**src/rtl/exu_redirect_arbiter.sv**
```systemverilog
// exu_redirect_arbiter: oldest-mispredict branch redirect arbiter with a blocking window
module exu_redirect_arbiter #(
  parameter int NUM_CH      = 4,
  parameter int ROB_WIDTH   = 6,
  parameter int FSQ_WIDTH   = 4,
  parameter int PC_WIDTH    = 32,
  parameter int PIPE_STAGES = 1,
  parameter int FLUSH_LAT   = 3,
  localparam int RW = ROB_WIDTH + 1,
  localparam int CW = (NUM_CH > 1) ? $clog2(NUM_CH) : 1,
  localparam int BW = (FLUSH_LAT > 1) ? $clog2(FLUSH_LAT) : 1
) (
  input  logic                     clk_i,
  input  logic                     rst_ni,
  input  logic [NUM_CH-1:0]        in_valid_i,
  input  logic [NUM_CH-1:0]        in_mispred_i,
  input  logic [NUM_CH*RW-1:0]     in_rob_idx_i,
  input  logic [NUM_CH*FSQ_WIDTH-1:0] in_fsq_idx_i,
  input  logic [NUM_CH*PC_WIDTH-1:0]  in_target_i,
  input  logic                     flush_valid_i,
  input  logic [RW-1:0]            flush_rob_idx_i,
  output logic                     redirect_valid_o,
  output logic [RW-1:0]            redirect_rob_idx_o,
  output logic [FSQ_WIDTH-1:0]     redirect_fsq_idx_o,
  output logic [PC_WIDTH-1:0]      redirect_target_o,
  output logic [CW-1:0]            redirect_ch_o,
  output logic [15:0]              drop_cnt_o
);
  // The dir bit flips on each ROB wrap, so a differing dir reverses the index order.
  function automatic logic older(input logic [RW-1:0] a, input logic [RW-1:0] b);
    return (a[RW-1] == b[RW-1]) ? (a[RW-2:0] < b[RW-2:0]) : (a[RW-2:0] > b[RW-2:0]);
  endfunction

  function automatic logic killed(input logic [RW-1:0] x, input logic fv, input logic [RW-1:0] fidx,
                                  input logic bv, input logic [RW-1:0] bidx);
    return (fv & ~older(x, fidx)) | (bv & ~older(x, bidx));
  endfunction

  logic                 block_valid_q, block_valid_d;
  logic [RW-1:0]        block_idx_q, block_idx_d;
  logic [BW-1:0]        block_cnt_q, block_cnt_d;
  logic [15:0]          drop_q, drop_d;
  logic                 win_v, drop_hit;
  logic [RW-1:0]        win_rob;
  logic [FSQ_WIDTH-1:0] win_fsq;
  logic [PC_WIDTH-1:0]  win_tgt;
  logic [CW-1:0]        win_ch;
  logic                 s1_v_q;
  logic [RW-1:0]        s1_rob_q;
  logic [FSQ_WIDTH-1:0] s1_fsq_q;
  logic [PC_WIDTH-1:0]  s1_tgt_q;
  logic [CW-1:0]        s1_ch_q;
  logic                 adv_v;
  logic [RW-1:0]        adv_rob;
  logic [FSQ_WIDTH-1:0] adv_fsq;
  logic [PC_WIDTH-1:0]  adv_tgt;
  logic [CW-1:0]        adv_ch;
  logic                 out_v_q;
  logic [RW-1:0]        out_rob_q;
  logic [FSQ_WIDTH-1:0] out_fsq_q;
  logic [PC_WIDTH-1:0]  out_tgt_q;
  logic [CW-1:0]        out_ch_q;

  // Pick the oldest surviving mispredict; strict compare keeps the lowest channel on ties.
  always_comb begin
    win_v    = 1'b0;
    win_rob  = '0;
    win_fsq  = '0;
    win_tgt  = '0;
    win_ch   = '0;
    drop_hit = 1'b0;
    for (int i = 0; i < NUM_CH; i++) begin
      if (in_valid_i[i] && in_mispred_i[i]) begin
        if (killed(in_rob_idx_i[i*RW +: RW], flush_valid_i, flush_rob_idx_i, block_valid_q, block_idx_q))
          drop_hit = 1'b1;
        else if (!win_v || older(in_rob_idx_i[i*RW +: RW], win_rob)) begin
          win_v   = 1'b1;
          win_rob = in_rob_idx_i[i*RW +: RW];
          win_fsq = in_fsq_idx_i[i*FSQ_WIDTH +: FSQ_WIDTH];
          win_tgt = in_target_i[i*PC_WIDTH +: PC_WIDTH];
          win_ch  = CW'(i);
        end
      end
    end
  end

  // Entry reaching the output register; a staged entry is re-checked against the current kill state.
  always_comb begin
    adv_v   = (PIPE_STAGES == 1) ? win_v
            : s1_v_q & ~killed(s1_rob_q, flush_valid_i, flush_rob_idx_i, block_valid_q, block_idx_q);
    adv_rob = (PIPE_STAGES == 1) ? win_rob : s1_rob_q;
    adv_fsq = (PIPE_STAGES == 1) ? win_fsq : s1_fsq_q;
    adv_tgt = (PIPE_STAGES == 1) ? win_tgt : s1_tgt_q;
    adv_ch  = (PIPE_STAGES == 1) ? win_ch  : s1_ch_q;
    block_valid_d = adv_v | (block_valid_q & ~flush_valid_i & (block_cnt_q != '0));
    block_idx_d   = adv_v ? adv_rob : block_idx_q;
    block_cnt_d   = adv_v ? BW'(FLUSH_LAT - 1) : (block_cnt_q != '0) ? block_cnt_q - 1'b1 : block_cnt_q;
    drop_d        = (drop_hit && drop_q != 16'hFFFF) ? drop_q + 16'd1 : drop_q;
  end

  // Optional select stage, used only when PIPE_STAGES is 2.
  always_ff @(posedge clk_i or negedge rst_ni) begin
    if (!rst_ni) begin
      s1_v_q   <= 1'b0;
      s1_rob_q <= '0;
      s1_fsq_q <= '0;
      s1_tgt_q <= '0;
      s1_ch_q  <= '0;
    end else begin
      s1_v_q <= win_v;
      if (win_v) begin
        s1_rob_q <= win_rob;
        s1_fsq_q <= win_fsq;
        s1_tgt_q <= win_tgt;
        s1_ch_q  <= win_ch;
      end
    end
  end

  // Output register, blocking window and drop counter.
  always_ff @(posedge clk_i or negedge rst_ni) begin
    if (!rst_ni) begin
      out_v_q       <= 1'b0;
      out_rob_q     <= '0;
      out_fsq_q     <= '0;
      out_tgt_q     <= '0;
      out_ch_q      <= '0;
      block_valid_q <= 1'b0;
      block_idx_q   <= '0;
      block_cnt_q   <= '0;
      drop_q        <= '0;
    end else begin
      out_v_q <= adv_v;
      if (adv_v) begin
        out_rob_q <= adv_rob;
        out_fsq_q <= adv_fsq;
        out_tgt_q <= adv_tgt;
        out_ch_q  <= adv_ch;
      end
      block_valid_q <= block_valid_d;
      block_idx_q   <= block_idx_d;
      block_cnt_q   <= block_cnt_d;
      drop_q        <= drop_d;
    end
  end

  assign redirect_valid_o   = out_v_q;
  assign redirect_rob_idx_o = out_rob_q;
  assign redirect_fsq_idx_o = out_fsq_q;
  assign redirect_target_o  = out_tgt_q;
  assign redirect_ch_o      = out_ch_q;
  assign drop_cnt_o         = drop_q;
endmodule

```
**config.mk**
```make
export PLATFORM = sky130hd
export DESIGN_NAME = exu_redirect_arbiter
export DESIGN_NICKNAME = d
export VERILOG_FILES = /design/src/rtl/exu_redirect_arbiter.sv
export SDC_FILE = /design/constraint.sdc
export NUM_CORES = 1
export LEC_CHECK = 0
export BUFFER_PORTS_ARGS = -buffer_cell sky130_fd_sc_hd__buf_4
export CAP_MARGIN = 40
export CORE_UTILIZATION = 53
export CTS_CLUSTER_SIZE = 40
export DETAILED_ROUTE_END_ITERATION = 7
export GPL_TIMING_DRIVEN = 0
export PLACE_DENSITY = 0.88
export SYNTH_ARGS = -nofsm -noshare
export SYNTH_HDL_FRONTEND = slang
export SYNTH_SLANG_ARGS = --single-unit
```
**constraint.sdc**
```tcl
create_clock -name clk_i -period 14.54 [get_ports clk_i]
set_input_delay 2.181 -clock clk_i [delete_from_list [all_inputs] [get_ports clk_i]]
set_output_delay 2.181 -clock clk_i [all_outputs]
set_load 0.01 [all_outputs]
```
### Yosys cells after proc, flatten, opt, wreduce, memory -nomap -nowiden

Cells that the tools add are included.

* $add $sub $neg: 2
* magnitude comparators: 22
* equality and inequality tests: 12
* multiplexer cells: 74
* bitwise gates (word level): 24
* reduce and logical (&&, ||, !) cells: 13

Operator list (number)
* two-way mux 32 bit: 11
* two-way mux 7 bit: 11
* greater-than comparator 6 bit: 11
* < comparator 6 bit: 11
* two-way mux 4 bit: 11
* two-way mux 1 bit: 33
* adder 16 x 1 -> 16 bit (second input constant): 1
* two-way mux 2 bit: 8
* != test 16 bit (second input constant): 1
* == test 1 bit: 11
* bitwise AND 1 bit: 10
* NOT 1 bit: 9
* logical AND 1 bit: 5
* bitwise OR 1 bit: 5
* nonzero test 2 bit: 2
* logical NOT 1 bit: 3
* logical OR 1 bit: 3
* subtractor 2 x 1 -> 2 bit (second input constant): 1

* bits in registers: 65
* input port bits: 190
* output and inout bits: 62
* logic and storage cells: 155

### Longest topological paths before layout

* depth in word-level cells: 26
* depth in mapped cells: 40
* gate-level depth less buffers: 36

### Least setup slack after synthesis

Ideal clock, no wire load.

* kind: input -> register
* start point: input port flush_rob_idx_i[3]
* end point: register out_tgt_q[21], in the netlist redirect_target_o[21]
* setup time: 0.121 ns
* arrival time: 10.130 ns
* data required time: 14.419 ns
* setup slack: 4.289 ns
* stages on the path: 39
* cell sequence: inv_1 ha_1 a21oi_1 nor2_1 o311ai_0 and4b_1 clkbuf_1 buf_2 clkbuf_1 nand2_1 ha_1 a21oi_1 o21ai_0 a221o_1 mux2i_1 a21oi_1 clkbuf_1 a21oi_1 (+3 left out) o21ai_0 o21a_1 a21boi_1 o211ai_2 a31oi_4 buf_6 mux2_2 ha_1 a21o_1 a21o_1 a211o_1 o21ai_0 nor3b_1 o41a_1 o21ai_4 nand2_4 buf_6 a22o_1

* longest elaborated chain between the ends: 25
* elaborated cells on any way between the ends: 72
* classes of those cells: 14 x order compare; 3 x eq/ne; 37 x mux; 12 x bitwise; 6 x reduce/logical

RTL lines
* from (decl): RTL line 21 `input logic [RW-1:0] flush_rob_idx_i,`
* greater-than comparator 6 bit / < comparator 6 bit (equally long branches): RTL line 31 `return (a[RW-1] == b[RW-1]) ? (a[RW-2:0] < b[RW-2:0]) : (a[RW-2:0] > b[RW-2:0]);`
* two-way mux 1 bit: RTL line 31
* NOT 1 bit: RTL line 36 `return (fv & ~older(x, fidx)) | (bv & ~older(x, bidx));`
* bitwise AND 1 bit: RTL line 36
* bitwise OR 1 bit: RTL line 36
* two-way mux 7 bit: RTL line 74 `if (killed(in_rob_idx_i[i*RW +: RW], flush_valid_i, flush_rob_idx_i, block_valid_q, block_idx_q))`
* two-way mux 7 bit: RTL line 73 `if (in_valid_i[i] && in_mispred_i[i]) begin`
* greater-than comparator 6 bit (tied with other cells): RTL line 31
* (+9 left out)
* two-way mux 7 bit: RTL line 74
* two-way mux 7 bit: RTL line 73
* greater-than comparator 6 bit (tied with other cells): RTL line 31
* two-way mux 1 bit: RTL line 31
* logical OR 1 bit: RTL line 76 `else if (!win_v || older(in_rob_idx_i[i*RW +: RW], win_rob)) begin`
* two-way mux 32 bit / two-way mux 1 bit (equally long branches): RTL line 76
* two-way mux 32 bit / two-way mux 1 bit (equally long branches): RTL line 74
* two-way mux 32 bit / two-way mux 1 bit (equally long branches): RTL line 73
* to (signal assigned): RTL line 137 `out_tgt_q <= adv_tgt;`
* to (decl): RTL line 61 `logic [PC_WIDTH-1:0] out_tgt_q;`

Several ways; a longest one is shown, not always the timed one.
A chain may end at the register's enable or synchronous reset.

### Final worst setup path

* start point: input port flush_rob_idx_i[3]
* end point: register out_tgt_q[29], in the netlist redirect_target_o[29]

Same word-level chain as after synthesis.

==> impl_metrics.yaml <==
status:
  status: "finished, final reports clean"
placed_design:
  port_buffers: 250
  dpl_cell_area_sq_um: 7850
  dp_hpwl_um: 17600
  gp_congestion: 0.925
timing:
  tightest_slew_ns: 0.928
  fmax_ghz: 0.0826
  finalCritPeriodShare_pct: 83.2
  fin_skew_ns: 0.0119
  slew_violations: 0
  tns_ns: 0
  maxSlewHeadroom_pct: 38.1
  hold_viol: 0
  layout_min_cycle_time_ns: 12.10
  rsz0062_at_grt: "no"
  setup_viol: 0
worst_setup_path:
  r2r_cells: 38
  critPathArrivalTime_ns: 12.41
  reg2reg_from: "redirect_rob_idx_o[5]"
  worstPathMaxFanout: 10
  path_delay_family: "compound AO/OA/AOI/OAI gates"
  ff2ff_setup_slack_ns: 3.91
  cp_slowest_cell: "a21oi_1"
  end_kind: "flop"
  r2r_end: "redirect_target_o[29]"
  start_kind: "input port"
  crit_buf_inv: 8
  crit_required_ns: 14.84
  cpPeakStageDelay_ns: 0.79
  critPathKind: "in -> reg"
yosys:
  synthCells: 665
  ys_types: 55
  synth-simple-area-share_pct: 18.3
  ys_warn_count: 0
  synth_common_cells: "ha_1, dfrtp_1, a21oi_1, nor2_1, a22o_1"
  yosysMostFrequentCell: "ha_1"
  synth_compound_area_share_pct: 27.5
  synthTopCellsByArea: "dfrtp_1, ha_1, a22o_1, a221o_1, a21oi_1"
  async_flop_share_pct: 100
  synth_top_area_share_pct: 28.0
  syn_nets: 922
  ys_seq_elements: 65
  synthFlopType: "dfrtp_1"
  syn-cell-area_sq_um: 5800
  synth_fa_ha_area_share_pct: 14.4
  synth_edf_count: 0
  synthMuxAreaShare_pct: 2.44
  ys_seq_area_share_pct: 28.0
  synth_top_area_cell: "dfrtp_1"
  synth_xor_xnor_area_share_pct: 3.62
  synth_top_family_by_area: "compound AO/OA/AOI/OAI gates"
  synth_area_per_cell_sq_um: 8.73
global_routing:
  grt_pass1_vias: 6901
  antenna_found_initial: 0
  overflow: 0
  track_usage_pct: 39.3
  grt_pass1_wl_um: 34700
  grt_start_max_net_pins: 66
floorplanning:
  ioPinCount: 252
  initial_utilization_pct: 55.5
  die_h_um: 107
  rows: 37
  core_sq_um: 10500
  die-area_sq_um: 11400
  fp.dieW_um: 107
cts:
  clock_latency_ns: 0.37
  cts_resized: 0
  clk_pin_slew_ns: 0.09
  clk_path_buf_depth: 2
  numCtsBuffers: 9
  post_cts_buffers: 0
  htree_num_levels: 3
  cts_root_buffer: "clkbuf_8"
  cts_sinks: 65
  cts_tree: "built"
  cts_hold_buf: 0
layout:
  final_nets: 1183
  area_delta_synth_final_pct: 39.2
  fin_area_sq_um: 8080
  drive_above_1_share_pct: 32.3
  postLayoutCoreUtil_pct: 77.2
  diodes: 0
pwr:
  cellPowerDensity_nw_per_um2: 157
  leakage_nw: 4.24
  max-vdd-ir-drop_v: 0.000102
  power_w: 0.00127
drt:
  ant_nets: 0
  dr.max_layer_used: "met4"
  via_per_inst: 6.29
  drc: 0
  drt_iter0_markers: 626
  routedWlPerCell_um: 20.9
  wirelength_um: 22300
  met2WireLength_um: 10800
  wl_met1_um: 8670
  met3_length_um: 1810
  drt_pre_antenna_iters: 5
  num_vias: 6708
flow_run:
  drv_cap: 0
worst_hold_path:
  hold_class: "reg -> reg"
  hp-start: "redirect_ch_o[0]"
  holdPathEnd: "redirect_ch_o[0]"
  hold-path-cell-count: 1
[worst max path at each step]
stage | endpoint | cells past startpoint | startpoint | slack [ns]
2_1_floorplan | redirect_target_o[21] | 39 | flush_rob_idx_i[3] | 4.29
3_3_place_gp | redirect_rob_idx_o[3] | 40 | flush_rob_idx_i[3] | 2.67
3_5_place_dp | redirect_target_o[28] | 39 | flush_rob_idx_i[5] | 2.32
4_1_cts | redirect_target_o[29] | 39 | flush_rob_idx_i[5] | 2.66
5_1_grt | redirect_target_o[29] | 39 | flush_rob_idx_i[3] | 1.87
6_report | redirect_target_o[29] | 39 | flush_rob_idx_i[3] | 2.44
[layer usage]
layer | vias up | track usage (%)
li1 | 3015 | -
met1 | 3237 | 47.9
met2 | 380 | 66.2
met3 | 76 | 7.29
met4 | 0 | 19.7
met5 | - | 0
[where the power goes]
group	internal [W]	total, W	switching [W]
Clock	0.000102	0.000181	0.0000793
Sequential	0.000261	0.000331	0.0000704
Combinational	0.000368	0.000760	0.000392
Total	0.000730	0.00127	0.000542
[cell families (layout without fill, tap and decap cells)]
group,count (synthesis),after routing
buffers and inverters,74,340
muxes,13,13
xor gates and xnor gates,24,24
AOI/OAI and AO/OA,212,212
and+or+nand+nor,210,210
adders and majority gates,67,67
DFF,65,65
[stage by stage]
stage                     std cells  hold slack [ns]  setup slack [ns]
after floorplan                 665            0.505              4.29
after global placement         1051            0.479              2.67
after detailed placement       1051            0.487              2.32
after CTS                      1067            0.509              2.66
after global routing           1067            0.539              1.87
final                          1067            0.509              2.44
[final cells by class]
| class | count | area [sq um] |
|---|---|---|
| Multi-Input combinational cell | 526 | 3850 |
| Fill cell | 753 | 2380 |
| Timing Repair Buffer | 250 | 1880 |
| Sequential cell | 65 | 1630 |
| Buffer | 38 | 196 |
| Tap cell | 136 | 170 |
| Clock buffer | 10 | 138 |
| Inverter | 36 | 135 |
| Clock inverter | 6 | 90.1 |
[cell usage in the layout, fill, tap and decap left out, types with 10 or more instances in the layout]
cell / netlist / routed
inv_1: 36 / 36
a22o_1: 44 / 44
o21ai_0: 19 / 19
clkbuf_1: 22 / 22
buf_4: 1 / 251
xor2_1: 14 / 14
and3_1: 43 / 43
nand2_1: 38 / 38
nor2_1: 60 / 60
dfrtp_1: 65 / 65
clkbuf_8: 0 / 10
nand3_1: 16 / 16
a221o_1: 37 / 37
xnor2_1: 10 / 10
a21o_1: 11 / 11
buf_2: 10 / 10
ha_1: 67 / 67
a21oi_1: 64 / 64
[sequential cells by signal, indices dropped and copies added (netlist names)]
| register | cells |
|---|---|
| block_cnt_q | 2 |
| block_valid_q | 1 |
| drop_cnt_o | 16 |
| redirect_ch_o | 2 |
| redirect_fsq_idx_o | 4 |
| redirect_rob_idx_o | 7 |
| redirect_target_o | 32 |
| redirect_valid_o | 1 |
(Power assumes the default switching activity.)
